--- config.mk ---
export PLATFORM = sky130hd
export DESIGN_NAME = crc32_stream_scheduler
export DESIGN_NICKNAME = d
export VERILOG_FILES = /design/src/rtl/crc32_stream_scheduler.sv
export SDC_FILE = /design/constraint.sdc
export NUM_CORES = 1
export LEC_CHECK = 0
export ABC_AREA = 1
export ABC_CLOCK_PERIOD_IN_PS = 2200
export BUFFER_PORTS_ARGS = -buffer_cell sky130_fd_sc_hd__buf_2
export CAP_MARGIN = 20
export CORE_MARGIN = 3
export CORE_UTILIZATION = 30
export CTS_CLUSTER_SIZE = 24
export DETAILED_ROUTE_END_ITERATION = 7
export GPL_TIMING_DRIVEN = 1
export MAX_ROUTING_LAYER = met4
export PLACE_DENSITY = 0.67
export REMOVE_ABC_BUFFERS = 1
export SLEW_MARGIN = 20
export SYNTH_ARGS = -nofsm -noshare
export SYNTH_HDL_FRONTEND = slang
export SYNTH_SLANG_ARGS = --single-unit
--- constraint.sdc ---
create_clock -name clk -period 2.2 [get_ports clk]
set_input_delay 0.22 -clock clk [delete_from_list [all_inputs] [get_ports clk]]
set_output_delay 0.22 -clock clk [all_outputs]
set_load 0.02 [all_outputs]
--- src/rtl/crc32_stream_scheduler.sv ---
// crc32_stream_scheduler: round-robin sharing of one CRC32 engine among N_REQ word-stream requesters.
// Optional DRAIN watchdog enabled by defining CRC_SCHED_TIMEOUT_EN.
module crc32_stream_scheduler #(
   parameter int N_REQ          = 4,
   parameter int ID_W           = 2,
   parameter int ENG_LATENCY    = 2,
   parameter int TIMEOUT_CYCLES = 64
) (
   input  logic                  clk,
   input  logic                  reset,
   input  logic [N_REQ-1:0]      req_valid,
   input  logic [N_REQ*32-1:0]   req_data,
   input  logic [N_REQ-1:0]      req_last,
   output logic [N_REQ-1:0]      req_ready,
   output logic                  eng_enable,
   output logic                  eng_sop,
   output logic [31:0]           eng_data,
   input  logic [31:0]           eng_crc,
   input  logic                  eng_valid,
   output logic                  res_valid,
   input  logic                  res_ready,
   output logic [ID_W-1:0]       res_id,
   output logic [31:0]           res_crc,
   output logic                  res_err,
   output logic                  busy
);
   typedef enum logic [1:0] {IDLE, STREAM, DRAIN, RESULT} state_t;
   state_t state_q, state_d;
   logic [ID_W-1:0] ptr_q, ptr_d, grant_q, grant_d, res_id_q, res_id_d, pick;
   logic first_q, first_d, eng_enable_q, eng_enable_d, eng_sop_q, eng_sop_d, res_err_q, res_err_d;
   logic [31:0] eng_data_q, eng_data_d, res_crc_q, res_crc_d, cur_data;
   logic [7:0] lat_q, lat_d;
   logic found, accept, cur_last, lat_ok, tmo_exp;
`ifdef CRC_SCHED_TIMEOUT_EN
   logic [15:0] tmo_q, tmo_d;
   assign tmo_exp = tmo_q == 16'(TIMEOUT_CYCLES - 1);
`else
   assign tmo_exp = 1'b0;
`endif
   assign cur_data  = req_data[int'(grant_q)*32 +: 32];
   assign cur_last  = req_last[grant_q];
   assign accept    = (state_q == STREAM) && req_valid[grant_q];
   assign lat_ok    = lat_q >= 8'(ENG_LATENCY);
   assign req_ready = (state_q == STREAM) ? (N_REQ'(1) << grant_q) : '0;
   assign eng_enable = eng_enable_q;
   assign eng_sop    = eng_sop_q;
   assign eng_data   = eng_data_q;
   assign res_valid  = state_q == RESULT;
   assign res_id     = res_id_q;
   assign res_crc    = res_crc_q;
   assign res_err    = res_err_q;
   assign busy       = state_q != IDLE;
   // first valid requester at or after the round-robin pointer, wrapping
   always_comb begin
      pick  = ptr_q;
      found = 1'b0;
      for (int i = 0; i < N_REQ; i++) begin
         if (!found && req_valid[(int'(ptr_q) + i) % N_REQ]) begin
            pick  = ID_W'((int'(ptr_q) + i) % N_REQ);
            found = 1'b1;
         end
      end
   end
   // next-state and datapath: grant, stream words, wait engine latency, hold result
   always_comb begin
      state_d      = state_q;
      ptr_d        = ptr_q;
      grant_d      = grant_q;
      first_d      = first_q;
      eng_enable_d = 1'b0;
      eng_sop_d    = 1'b0;
      eng_data_d   = eng_data_q;
      lat_d        = lat_q;
      res_id_d     = res_id_q;
      res_crc_d    = res_crc_q;
      res_err_d    = res_err_q;
`ifdef CRC_SCHED_TIMEOUT_EN
      tmo_d        = tmo_q;
`endif
      case (state_q)
         IDLE: if (found) begin
            grant_d = pick;
            first_d = 1'b1;
            state_d = STREAM;
         end
         STREAM: if (accept) begin
            eng_enable_d = 1'b1;
            eng_sop_d    = first_q;
            eng_data_d   = cur_data;
            first_d      = 1'b0;
            if (cur_last) begin
               state_d = DRAIN;
               lat_d   = '0;
`ifdef CRC_SCHED_TIMEOUT_EN
               tmo_d   = '0;
`endif
            end
         end
         DRAIN: begin
            lat_d = lat_ok ? lat_q : lat_q + 8'd1;
`ifdef CRC_SCHED_TIMEOUT_EN
            tmo_d = tmo_q + 16'd1;
`endif
            if (lat_ok && eng_valid) begin
               res_crc_d = eng_crc;
               res_id_d  = grant_q;
               res_err_d = 1'b0;
               state_d   = RESULT;
            end else if (tmo_exp) begin
               res_crc_d = 32'hFFFF_FFFF;
               res_id_d  = grant_q;
               res_err_d = 1'b1;
               state_d   = RESULT;
            end
         end
         default: if (res_ready) begin
            ptr_d   = (grant_q == ID_W'(N_REQ - 1)) ? '0 : grant_q + 1'b1;
            state_d = IDLE;
         end
      endcase
   end
   // state register; reset drops any in-flight frame
   always_ff @(posedge clk) begin
      if (reset) begin
         state_q      <= IDLE;
         ptr_q        <= '0;
         grant_q      <= '0;
         first_q      <= 1'b0;
         eng_enable_q <= 1'b0;
         eng_sop_q    <= 1'b0;
         eng_data_q   <= '0;
         lat_q        <= '0;
         res_id_q     <= '0;
         res_crc_q    <= '0;
         res_err_q    <= 1'b0;
`ifdef CRC_SCHED_TIMEOUT_EN
         tmo_q        <= '0;
`endif
      end else begin
         state_q      <= state_d;
         ptr_q        <= ptr_d;
         grant_q      <= grant_d;
         first_q      <= first_d;
         eng_enable_q <= eng_enable_d;
         eng_sop_q    <= eng_sop_d;
         eng_data_q   <= eng_data_d;
         lat_q        <= lat_d;
         res_id_q     <= res_id_d;
         res_crc_q    <= res_crc_d;
         res_err_q    <= res_err_d;
`ifdef CRC_SCHED_TIMEOUT_EN
         tmo_q        <= tmo_d;
`endif
      end
   end
endmodule

==> results.toml <==
[outcome]
status = "completed"

[cells_and_area]
final_nets = 1073
insertedDiodeCount = 0
syn_to_final_growth_pct = 36.9
final_util = 0.426
final_common_cell = "buf_2"
layout_common_cells = "buf_2, nor2_1, o21ai_0"
finalInstanceArea_um2 = 5980
drive_above_1_share = 0.333

[placed_design]
dp_hpwl_um = 10400
place.gp.congestion = 0.837
io_buffer_count = 245
place_area_um2 = 5690

[detailed_routing]
ant_nets = 0
dr.pass1.iters = 5
drt-wirelength-per-cell_um = 13.7
routed.top_layer = "met4"
via_per_inst = 4.76
first_iter_violations = 290
routed-via-count = 5112
drc = 0
wl_met2_um = 7110
wl_met1_um = 6560
drt_wl_total_um = 14700
met3_wirelength_um = 694

[critical_path]
critPathKind = "flip-flop to output pin"
cp_data_required_time_ns = 1.98
max_stage_delay_ns = 0.50
slowest_stage = "buf_4"
critPathMaxFanout = 69
cp_top_family = "buffers and inverters"
cp-start-kind = "flip-flop"
critPathArrivalTime_ns = 1.73
cp-end-kind = "output pin"
path_cells = "inv_2 -> buf_4 -> ha_1 -> nand2_1 -> inv_1 -> buf_2"
crit_buf_inv = 4

[clock_tree]
numClockSinks = 83
post_cts_resized = 0
clk_latency_ns = 0.33
cts_htree_levels = 3
root_buffer = "clkbuf_16"
cts_setup_buffers = 0
clk_pin_slew_worst_paths_ns = 0.07
cts_tree = "done"
cts_hold_buffers = 0
cts_made_buffers = 9
clockBufferDepth = 2

[timing]
rsz0062_at_grt = "false"
final-hold-violation-count = 0
hold_slack_ns = 0.104
finalCriticalPeriod_ns = 1.95
setup_viol = 0
worstMarginPinSlew_ns = 0.754
fin_tns_setup_ns = 0
slew_headroom = 0.497
fmax_mhz = 512
post-route-period-util = 0.888
fin_worst_skew_ns = 0.00825
drv_slew = 0

[synthesis]
synth-edff-count = 0
synthArstFlopShare = 0
synth_seq_area_share = 0.380
yosysWarnings = 0
yosys_most_used_dff = "dfxtp_1"
syn-cell-area_um2 = 4370
yosys_register_bits = 83
yosys.cell_types.count = 26
synth_area_per_cell_um2 = 6.52
synthCells = 670

[pwr]
power_density_nw_per_um2 = 1120
clock_power_share = 0.216
leakage_nw = 3.12
power_w = 0.00668
switchingPower_w = 0.00302
pwr-share-seq = 0.299
p_comb_frac = 0.485
ir_drop_uv = 408
p_int_w = 0.00366
switching_share = 0.452

[global_routing]
grt_pass1_wl_um = 22700
grt_usage = 0.175
overflow = 0
antenna_found_initial = 0
grt_pass1_vias = 4627
grt_max_degree = 70

[hold_path]
hp-class = "input pin to flip-flop"

[die]
io_pins = 247
std_cell_rows = 43
initial_utilization = 0.311
dieArea_um2 = 16000
die_x_um = 127
die_h_um = 127
core_um2 = 14000

[run]
maxCapViolations = 0
-- final cells by class --
class / count / area (µm²)
Clock buffer: 9 / 225
Clock inverter: 7 / 60.1
Fill cell: 1558 / 8060
Inverter: 31 / 116
Multi-Input combinational cell: 510 / 2390
Sequential cell: 83 / 1660
Tap cell: 180 / 225
Timing Repair Buffer: 255 / 1300
-- final timing paths --
kind	from	end	slack, ns	cells after the start
worst min-delay path	eng_crc[28]	res_crc[28]$_SDFFE_PP0P_	0.10	3
worst max register to register	state_q[1]$_SDFFE_PP0P_	eng_data[13]$_SDFFE_PP0P_	0.31	8
worst min register to register	lat_q[5]$_SDFFE_PP0P_	lat_q[5]$_SDFFE_PP0P_	0.45	2
worst max-delay path	grant_q[0]$_SDFFE_PP0P_	req_ready[2]	0.25	6
-- flip-flops by register name (all words and copies together) (netlist names) --
| name | flops |
|---|---|
| eng_sop | 1 |
| res_id | 2 |
| ptr_q | 2 |
| eng_data | 32 |
| lat_q | 8 |
| state_q | 2 |
| first_q | 1 |
| eng_enable | 1 |
| grant_q | 2 |
| res_crc | 32 |
-- metrics by stage --
| stage | worst slack [ns] | cells |
|---|---|---|
| global placement | 0.222 | 1058 |
| finish | 0.246 | 1075 |
| global route | 0.0722 | 1075 |
| floorplan | -1.05 | 623 |
| CTS | 0.138 | 1074 |
| detailed placement | 0.150 | 1058 |
-- power groups by stage --
stage	clock, W	sequential (W)	combinational, W
2_1_floorplan	0	0.00247	0.00165
3_3_place_gp	0	0.00202	0.00322
6_report	0.00144	0.00200	0.00324
3_5_place_dp	0	0.00202	0.00322
5_1_grt	0.00156	0.00204	0.00364
4_1_cts	0.00150	0.00200	0.00323
-- synthesized netlist by cell type (3+ instances only) --
library cell  count  share of area
nand2_1          61          0.052
inv_2             6         0.0052
nand2_2           7          0.010
buf_2            14          0.016
o21ai_0         138           0.16
ha_1             11          0.032
o22ai_1          32          0.046
nor3_1            4         0.0046
a21oi_1          10          0.011
inv_1            25          0.021
clkbuf_1         28          0.024
dfxtp_1          83           0.38
nand3_1          17          0.019
nor2_1          215           0.18
nor2_4            3         0.0077
-- tightest hold or removal path, stage by stage --
cell and delay [ns]:
buf_2 0.07, nor2_1 0.03, nor2_1 0.08
-- routing by layer --
layer / up-vias / global-route usage
met2: 151 / 0.280
met5: - / -
li1: 2631 / -
met4: 0 / 0.0694
met3: 24 / 0.0219
met1: 2306 / 0.224
-- cell families (layout without fill, tap and decap cells) --
kind of cell	count (synthesis)	count (layout)	synth area share
buffers and inverters	78	302	0.0745
flip-flops	83	83	0.380
adder cells (fa/ha/maj)	11	11	0.0315
AO/OA/AOI/OAI	185	185	0.225
other	1	1	0.000858
AND/OR/NAND/NOR	312	313	0.288
Note: power is estimated with default switching activity, not from simulation.
